===== config.mk =====
export PLATFORM = sky130hd
export DESIGN_NAME = spi_command_receiver
export DESIGN_NICKNAME = d
export VERILOG_FILES = /design/src/rtl/spi_cmd_pkg.sv /design/src/rtl/input_synchronizer.sv /design/src/rtl/spi_command_receiver.sv
export SDC_FILE = /design/constraint.sdc
export NUM_CORES = 1
export LEC_CHECK = 0
export CORE_MARGIN = 2
export CORE_UTILIZATION = 57
export DETAILED_ROUTE_END_ITERATION = 10
export GPL_TIMING_DRIVEN = 0
export PLACE_DENSITY = 0.8
export SLEW_MARGIN = 20
export SYNTH_ARGS = -nofsm -noshare
export SYNTH_HDL_FRONTEND = slang
export SYNTH_SLANG_ARGS = --single-unit

===== constraint.sdc =====
create_clock -name clock -period 2.1 [get_ports clock]
set_input_delay 0.315 -clock clock [delete_from_list [all_inputs] [get_ports clock]]
set_output_delay 0.315 -clock clock [all_outputs]
set_load 0.02 [all_outputs]

===== src/rtl/spi_cmd_pkg.sv =====
// Shared opcode, field-position and FSM definitions for the SPI command receiver.
package spi_cmd_pkg;

  localparam logic [1:0] OP_MEM    = 2'b00;
  localparam logic [1:0] OP_DOT    = 2'b01;
  localparam logic [1:0] OP_SELCFG = 2'b10;
  localparam logic [1:0] OP_CTRL   = 2'b11;

  localparam int unsigned OPC_MSB   = 31;
  localparam int unsigned OPC_LSB   = 30;
  localparam int unsigned DRV_MSB   = 29;
  localparam int unsigned DRV_LSB   = 26;
  localparam int unsigned MASK_MSB  = 25;
  localparam int unsigned MASK_LSB  = 23;
  localparam int unsigned SEL_BIT   = 22;
  localparam int unsigned MADDR_MSB = 22;
  localparam int unsigned MADDR_LSB = 16;
  localparam int unsigned ROW_MSB   = 21;
  localparam int unsigned ROW_LSB   = 15;
  localparam int unsigned COL_MSB   = 14;
  localparam int unsigned COL_LSB   = 8;
  localparam int unsigned CFG_MSB   = 21;
  localparam int unsigned CFG_LSB   = 16;
  localparam int unsigned DATA_MSB  = 15;
  localparam int unsigned DATA_LSB  = 0;

  typedef enum logic [1:0] {
    IDLE,
    SHIFT,
    READY
  } state_t;

endpackage


===== src/rtl/input_synchronizer.sv =====
// Multi-stage pin synchronizer with a history flop for single-cycle edge pulses.
module input_synchronizer #(
  parameter int unsigned STAGES    = 2,
  parameter logic        RESET_VAL = 1'b0
) (
  input  logic clock,
  input  logic reset_n,
  input  logic d,
  output logic q,
  output logic rise,
  output logic fall
);

  logic [STAGES-1:0] sync_q;
  logic              hist_q;

  always_ff @(posedge clock or negedge reset_n) begin
    if (!reset_n) begin
      sync_q <= {STAGES{RESET_VAL}};
      hist_q <= RESET_VAL;
    end else begin
      sync_q <= (sync_q << 1) | STAGES'(d);
      hist_q <= sync_q[STAGES-1];
    end
  end

  assign q    = sync_q[STAGES-1];
  assign rise = q & ~hist_q;
  assign fall = ~q & hist_q;

endmodule


===== src/rtl/spi_command_receiver.sv =====
// SPI slave front end: assembles 32-bit MSB-first frames, decodes them into
// one-cycle command strobes on latch_data, and echoes the last command on miso.
module spi_command_receiver
  import spi_cmd_pkg::*;
#(
  parameter int unsigned CMD_WIDTH   = 32,
  parameter int unsigned SYNC_STAGES = 2
) (
  input  logic        clock,
  input  logic        reset_n,
  input  logic        sclk,
  input  logic        mosi,
  input  logic        ss_n,
  input  logic        latch_data,
  output logic        miso,
  output logic        miso_oe,
  output logic        frame_error,
  output logic        mem_wr,
  output logic        dot_wr,
  output logic        sel_wr,
  output logic        cfg_wr,
  output logic        ctrl_wr,
  output logic [3:0]  driver_select,
  output logic [2:0]  update_mask,
  output logic [6:0]  mem_addr,
  output logic [15:0] data,
  output logic [6:0]  row_addr,
  output logic [6:0]  col_addr,
  output logic [5:0]  cfg_addr,
  output logic [3:0]  ctrl
);

  logic sclk_q_unused, sclk_rise, sclk_fall;
  logic mosi_q, mosi_rise_unused, mosi_fall_unused;
  logic ss_q, ss_rise, ss_fall;
  logic latch_q_unused, latch_rise, latch_fall_unused;

  input_synchronizer #(.STAGES(SYNC_STAGES), .RESET_VAL(1'b0)) u_sync_sclk (
    .clock(clock), .reset_n(reset_n), .d(sclk),
    .q(sclk_q_unused), .rise(sclk_rise), .fall(sclk_fall)
  );
  input_synchronizer #(.STAGES(SYNC_STAGES), .RESET_VAL(1'b0)) u_sync_mosi (
    .clock(clock), .reset_n(reset_n), .d(mosi),
    .q(mosi_q), .rise(mosi_rise_unused), .fall(mosi_fall_unused)
  );
  // ss_n resets deasserted so the FSM does not open a frame out of reset.
  input_synchronizer #(.STAGES(SYNC_STAGES), .RESET_VAL(1'b1)) u_sync_ss (
    .clock(clock), .reset_n(reset_n), .d(ss_n),
    .q(ss_q), .rise(ss_rise), .fall(ss_fall)
  );
  input_synchronizer #(.STAGES(SYNC_STAGES), .RESET_VAL(1'b0)) u_sync_latch (
    .clock(clock), .reset_n(reset_n), .d(latch_data),
    .q(latch_q_unused), .rise(latch_rise), .fall(latch_fall_unused)
  );

  assign miso_oe = ~ss_q;

  state_t               state_q, state_d;
  logic [CMD_WIDTH-1:0] shift_q, held_q, echo_q, cmd_q;
  logic [5:0]           count_q;
  logic                 dispatch_q;
  logic                 start, shift_en, miso_en, capture, err, dispatch;

  always_comb begin
    state_d  = state_q;
    start    = 1'b0;
    shift_en = 1'b0;
    miso_en  = 1'b0;
    capture  = 1'b0;
    err      = 1'b0;
    dispatch = 1'b0;
    case (state_q)
      IDLE: begin
        if (!ss_q) begin
          start   = 1'b1;
          state_d = SHIFT;
        end
      end
      SHIFT: begin
        if (ss_rise) begin
          if (count_q == 6'(CMD_WIDTH)) begin
            capture = 1'b1;
            state_d = READY;
          end else begin
            err     = 1'b1;
            state_d = IDLE;
          end
        end else begin
          shift_en = sclk_rise;
          miso_en  = sclk_fall;
        end
      end
      READY: begin
        if (latch_rise) begin
          dispatch = 1'b1;
          state_d  = IDLE;
        end
        if (ss_fall) begin
          start   = 1'b1;
          state_d = SHIFT;
        end
      end
      default: state_d = IDLE;
    endcase
  end

  // A frame starting in the dispatch cycle echoes the frame being dispatched.
  always_ff @(posedge clock or negedge reset_n) begin
    if (!reset_n) begin
      state_q     <= IDLE;
      shift_q     <= '0;
      held_q      <= '0;
      echo_q      <= '0;
      cmd_q       <= '0;
      count_q     <= '0;
      miso        <= 1'b0;
      frame_error <= 1'b0;
      dispatch_q  <= 1'b0;
    end else begin
      state_q     <= state_d;
      frame_error <= err;
      dispatch_q  <= dispatch;
      if (start) begin
        shift_q <= dispatch ? held_q : echo_q;
        miso    <= dispatch ? held_q[CMD_WIDTH-1] : echo_q[CMD_WIDTH-1];
        count_q <= '0;
      end
      if (shift_en) begin
        shift_q <= {shift_q[CMD_WIDTH-2:0], mosi_q};
        if (count_q != 6'(CMD_WIDTH + 1)) count_q <= count_q + 6'd1;
      end
      if (miso_en) miso <= shift_q[CMD_WIDTH-1];
      if (capture) held_q <= shift_q;
      if (dispatch) begin
        echo_q <= held_q;
        cmd_q  <= held_q;
      end
    end
  end

  always_ff @(posedge clock or negedge reset_n) begin
    if (!reset_n) begin
      mem_wr        <= 1'b0;
      dot_wr        <= 1'b0;
      sel_wr        <= 1'b0;
      cfg_wr        <= 1'b0;
      ctrl_wr       <= 1'b0;
      driver_select <= '0;
      update_mask   <= '0;
      mem_addr      <= '0;
      data          <= '0;
      row_addr      <= '0;
      col_addr      <= '0;
      cfg_addr      <= '0;
      ctrl          <= '0;
    end else begin
      mem_wr  <= 1'b0;
      dot_wr  <= 1'b0;
      sel_wr  <= 1'b0;
      cfg_wr  <= 1'b0;
      ctrl_wr <= 1'b0;
      if (dispatch_q) begin
        case (cmd_q[OPC_MSB:OPC_LSB])
          OP_MEM:    mem_wr  <= 1'b1;
          OP_DOT:    dot_wr  <= 1'b1;
          OP_SELCFG: begin
            sel_wr <= cmd_q[SEL_BIT];
            cfg_wr <= ~cmd_q[SEL_BIT];
          end
          default:   ctrl_wr <= 1'b1;
        endcase
        driver_select <= cmd_q[DRV_MSB:DRV_LSB];
        update_mask   <= cmd_q[MASK_MSB:MASK_LSB];
        mem_addr      <= cmd_q[MADDR_MSB:MADDR_LSB];
        data          <= cmd_q[DATA_MSB:DATA_LSB];
        row_addr      <= cmd_q[ROW_MSB:ROW_LSB];
        col_addr      <= cmd_q[COL_MSB:COL_LSB];
        cfg_addr      <= cmd_q[CFG_MSB:CFG_LSB];
        ctrl          <= cmd_q[DRV_MSB:DRV_LSB];
      end
    end
  end

endmodule


# --- Word-level counts from Yosys, hierarchy flattened ---
# Cells that the tools add are included.
totals:
  in_bits: 6
  ff_bits: 205
  wordCells: 99
  output_inout_bits: 62
op_classes:
  n_eq_ne: 9
  mux: 40
  n_bitwise: 15
  addsub: 1
  reduce_logical: 6
op_table:
  columns: ["cell", "count"]
  rows:
  - ["2-to-1 mux 32 bit", 3]
  - ["2-to-1 mux 1 bit", 27]
  - ["2-to-1 mux 6 bit", 3]
  - ["2-to-1 mux 2 bit", 5]
  - ["OR 2 x 1 -> 2 bit", 4]
  - ["adder 6 x 1 -> 6 bit (second input constant)", 1]
  - ["== test 6 bit (second input constant)", 1]
  - ["inequality test 6 bit (second input constant)", 1]
  - ["NOT 1 bit", 6]
  - ["one-hot mux 2 bit (3 select lines)", 1]
  - ["bitwise AND 1 bit", 5]
  - ["== test 2 x 1 -> 1 bit (second input constant)", 2]
  - ["== test 2 bit (second input constant)", 2]
  - ["zero test 2 bit", 2]
  - ["inequality test 2 bit (second input constant)", 2]
  - ["nonzero test 2 bit", 2]
  - ["inequality test 3 bit (second input constant)", 1]
  - ["AND reduction 3 bit", 1]
  - ["OR reduction 3 bit", 1]
  - ["one-hot mux 1 bit (2 select lines)", 1]

# --- Depth between registers and ports, before layout ---
logic_depth:
  depth_word: 7
  ltp_mapped: 7
  depth_no_buf: 5

# --- Modules after synthesis ---
# Synthesis repeated with hierarchy kept, for this count alone.
unflattened:
  cells_unflattened: 620
  area_unflattened_um2: 7602.3
by_module_without_submodules:
  columns: ["module", "cells_per_inst", "seq_area_each_um2", "n_inst", "area_per_inst_um2"]
  rows:
  - ["spi_command_receiver", 600, 4354.2, 1, 7238.2]
  - ["input_synchronizer at u_sync_latch ...", 5, 75.1, 3, 90.1]
  - ["input_synchronizer at u_sync_ss", 5, 78.8, 1, 93.8]

# --- Worst setup path before layout ---
# OpenSTA, ideal clock, no wires.
synth_path:
  path_kind: "reg-to-reg"
  from: "register u_sync_ss.sync_q[1]"
  to: "register shift_q[18]"
  setup_ns: 0.128
  setup_slack_ns: 0.309
  synth_period_minus_slack_ns: 1.791
  path_stages_with_launch: 8
  arrival_ns: 1.664
  n_path_buf: 3
  t_required_ns: 1.972
  path_cell_list: "dfstp_2 nor2b_1 clkbuf_1 or3_1 buf_4 buf_2 a31oi_1 mux2_1"
synth_via:
  elab_chain_len: 5
  elab_cells_between_ends: 10
  cone_classes: "6 x mux; 3 x bitwise; 1 x reduce/logical"
synth_lines:
  columns: ["item", "line", "source"]
  rows:
  - ["start: declaration", "input_synchronizer.sv:14", "logic [STAGES-1:0] sync_q;"]
  - ["start signal: assignment", "input_synchronizer.sv:19", "sync_q <= {STAGES{RESET_VAL}};"]
  - ["start signal: assignment", "input_synchronizer.sv:22", "sync_q <= (sync_q << 1) | STAGES'(d);"]
  - ["NOT 1 bit", "input_synchronizer.sv:29", "assign fall = ~q & hist_q;"]
  - ["bitwise AND 1 bit", "input_synchronizer.sv:29", null]
  - ["2-to-1 mux 1 bit", "spi_command_receiver.sv:98", "if (ss_fall) begin"]
  - ["one-hot mux 1 bit (2 select lines)", "spi_command_receiver.sv:72", "case (state_q)"]
  - ["nonzero test 2 bit (no source line)", null, null]
  - ["end signal: assignment", "spi_command_receiver.sv:124", "shift_q <= dispatch ? held_q : echo_q;"]
  - ["end signal: assignment", "spi_command_receiver.sv:129", "shift_q <= {shift_q[CMD_WIDTH-2:0], mosi_q};"]
  - ["end: declaration", "spi_command_receiver.sv:59", "logic [CMD_WIDTH-1:0] shift_q, held_q, echo_q, cmd_q;"]
# Several ways; a longest one is shown, not always the timed one.
# A chain may end at the register's enable or synchronous reset.

# --- Worst setup path after layout ---
layout_path:
  from: "register u_sync_sclk.hist_q"
  to: "register shift_q[24]"
layout_via:
  elab_chain_len: 5
  elab_cells_between_ends: 6
  cone_classes: "3 x mux; 2 x bitwise; 1 x reduce/logical"
layout_lines:
  columns: ["item", "line", "source"]
  rows:
  - ["start: declaration", "input_synchronizer.sv:15", "logic hist_q;"]
  - ["start signal: assignment", "input_synchronizer.sv:23", "hist_q <= sync_q[STAGES-1];"]
  - ["NOT 1 bit *", "input_synchronizer.sv:28", "assign rise = q & ~hist_q;"]
  - ["bitwise AND 1 bit *", "input_synchronizer.sv:28", null]
  - ["2-to-1 mux 1 bit *", "spi_command_receiver.sv:80", "if (ss_rise) begin"]
  - ["2-to-1 mux 1 bit *", "spi_command_receiver.sv:72", null]
  - ["2-to-1 mux 32 bit or nonzero test 2 bit (tied branches)", null, null]
# Every way passes the cells marked *; elsewhere a longest branch is shown, timed or not.

==> results.yml <==
setup_path:
  worstPathCellList: "nand2b_1, clkbuf_1, a211o_1, nand2_1, buf_2, mux2_2"
  path_class: "flip-flop to flip-flop"
  slowest_delay_ps: 410
  cp.required_ps: 2410
  slowest_stage: "dfrtp_1"
  worst-path-max-fanout: 10
  cp.arrival_ps: 2400
  cp-startpoint: "u_sync_sclk.hist_q"
  reg2reg_depth: 6
  start_kind: "flip-flop"
  r2r-start: "u_sync_sclk.hist_q"
  crit_end: "shift_q[24]"
  endpoint_kind: "flip-flop"
  r2r_slack_ps: 10
  rr_endpoint: "shift_q[24]"
clock_tree:
  cts_made_buffers: 17
  numClockSinks: 185
  htreeDepth: 4
  cts_tree: "built"
  cts_buffer_depth: 2
  clk_pin_slew_ps: 60
  clock_latency_ps: 430
  cts_root_buf: "clkbuf_16"
global_route:
  grt_pass1_vias: 5295
  grt_pass1_wl_um: 26340
  overflow: 0
  grt_usage: 0.2386
  grt_max_degree: 95
  antenna_found_initial: 0
cells_and_area:
  final_cell_mix: "dfrtp_1 (182), nand2_1 (165), clkdlybuf4s50_1 (66), mux2_2 (56), mux2_1 (37)"
  final_core_util: 0.7152
  antenna-diode-count: 0
  layout-drive-gt1-share: 0.1879
  final_common_cell: "dfrtp_1"
  nets: 725
  syn2layout_area_growth_pct: 21.93
  final_cells: 901
yosys:
  ys_types: 44
  synth_seq_area_share: 0.6209
  yosys_warnings: 0
  async_flop_share: 1.000
  syn_inst: 628
  syn-num-nets: 637
  synth_edf_count: 0
  syn-cell-area_um2: 7462
  synth_seq_cells: 185
  syn-mean-instance-area_um2: 11.88
  synth_ff_type: "dfrtp_1"
route:
  drt_iter0_drc: 361
  first_pass_iters: 4
  wl_um: 15680
  via_per_inst: 5.644
  postRouteAntennaNets: 0
  wire_per_inst_um: 17.40
  drcViolationCount: 0
  dr_total_vias: 5085
die:
  io_pins: 68
  placementRows: 41
  fp.dieH_um: 118.4
  dieWidth_um: 118.4
  fp.dieArea_um2: 14020
  fp.coreArea_um2: 12720
  initial_core_util: 0.5865
placement:
  dp_slack_ps: -99.36
  placedCellCount: 868
  place.gp.congestion: 0.8082
  io_buffers: 67
  dp_hpwl_um: 9958
sta:
  worst_pin_slew_ps: 781.4
  hold_viol: 0
  rsz0062_at_grt: "true"
  layout_min_cycle_time_ps: 2088
  finalCritPeriodShare: 0.9945
  drv_slew: 0
  holdWs_ps: 286.5
  slew_headroom: 0.4791
  setup_slack_ps: 11.65
  setup_viol: 0
  fmax_mhz: 478.8
  skew_ps: 7.559
power_and_ir_drop:
  pwr_density_cell_nw_per_um2: 857.6
  p_int_mw: 6.183
  leakage_nw: 4.702
  clkPwrFrac: 0.475
  p_sw_mw: 1.620
  seq_power_share: 0.477
  pwr-share-comb: 0.048
  ir_worst_vdd_mv: 0.8283
  p_sw_frac: 0.2076
status:
  run_status: "complete, no violations"
min_path:
  min_path_type: "input port to flip-flop"
flow_run:
  drv_cap: 0
through the flow:
step                      instance area [um2]  power (mW)  setup TNS [ps]
final                                    9099       7.803               0
after global routing                     9099       8.027          -578.6
after CTS                                9095       7.833               0
after detailed placement                 8381       4.152           -2525
after global placement                   8348       4.128        -1187810
after floorplan                          7462       3.983               0
layout make-up:
| class | count | area (um2) |
|---|---|---|
| plain buffers | 59 | 352.8 |
| well taps | 172 | 215.2 |
| inverters | 7 | 26.28 |
| clock buffers | 20 | 446.7 |
| flip-flops and latches | 185 | 4633 |
| repair buffers | 70 | 720.7 |
| multi-input cells | 376 | 2459 |
| fillers | 882 | 3623 |
| clock inverters | 12 | 245.2 |
worst max-delay path: cells and delay by family (launching register included):
family | cells | cell delay, ps
AO/OA/AOI/OAI | 1 | 400
buffers and inverters | 2 | 480
flip-flops | 1 | 410
multiplexers | 1 | 380
AND/OR/NAND/NOR | 2 | 300
flip-flops by register name (all words and copies together) (netlist names), 4 cells and up:
signal    count
cmd_q        32
count_q       6
ctrl          4
data         15
echo_q       32
held_q       32
mem_addr      7
shift_q      32
cell families (layout without fill, tap and decap cells):
family | Yosys count | count (layout) | synth area share
simple gates | 228 | 228 | 0.1378
flops | 185 | 185 | 0.6209
mux | 94 | 94 | 0.1417
buf+inv | 67 | 168 | 0.04963
compound gates | 50 | 50 | 0.04376
fa+ha+maj | 3 | 3 | 0.005031
xor+xnor | 1 | 1 | 0.001174
power by group through the flow:
stage	Clock, mW	Combinational, mW	Sequential, mW
floorplan	0	0.217	3.77
global placement	0	0.347	3.78
detailed placement	0	0.368	3.78
CTS	3.74	0.374	3.72
global route	3.88	0.412	3.73
finish	3.71	0.371	3.72
routing by layer:
metal  part of all wire  global-route usage  vias to the layer above
li1                   -                   -                     2322
met1               0.41              0.3022                     2574
met2               0.52              0.3934                      159
met3              0.046             0.04875                       30
met4              0.027              0.1183                        0
met5                  0                   0                        -
synthesized netlist by cell type, types with 2 or more instances:
master	instances	area [um2]
nand2_1	165	619.3
nand3b_1	2	15.01
and3_1	3	18.77
mux2_2	56	630.6
mux2_1	37	416.7
nor4_1	30	187.7
dfrtp_1	182	4554
buf_4	25	187.7
nor3b_1	4	30.03
nor2b_1	2	12.51
dfstp_2	3	78.83
a21oi_1	3	15.01
buf_2	8	40.04
a31oi_1	31	193.9
buf_1	3	11.26
buf_6	2	22.52
o21ai_1	5	25.02
inv_1	6	22.52
ha_1	3	37.54
a21o_1	2	15.01
nand3_1	4	20.02
nand2b_1	4	25.02
a311o_1	2	20.02
nor2_1	4	15.01
or3_1	2	12.51
clkbuf_1	22	82.58
worst min-delay path by stage:
stage                                 startpoint                endpoint  slack, ps  cells after the start
after floorplan                          reset_n                  cfg_wr         20                      0
after global placement    u_sync_latch.sync_q[0]  u_sync_latch.sync_q[1]        330                      0
after detailed placement   u_sync_sclk.sync_q[0]   u_sync_sclk.sync_q[1]        330                      0
after CTS                                   ss_n     u_sync_ss.sync_q[0]        280                      1
after global routing                        ss_n     u_sync_ss.sync_q[0]        290                      1
final                                       ss_n     u_sync_ss.sync_q[0]        290                      1
repair_timing:
action                                  4_1_cts  5_1_grt
endpoints found under the setup margin       70       61
hold endpoints to repair                     88        0
hold buffers                                  1        0
pin swaps                                     1        0
setup buffers                                 1        0
resized for setup                             4        9
(Power assumes the default switching activity.)
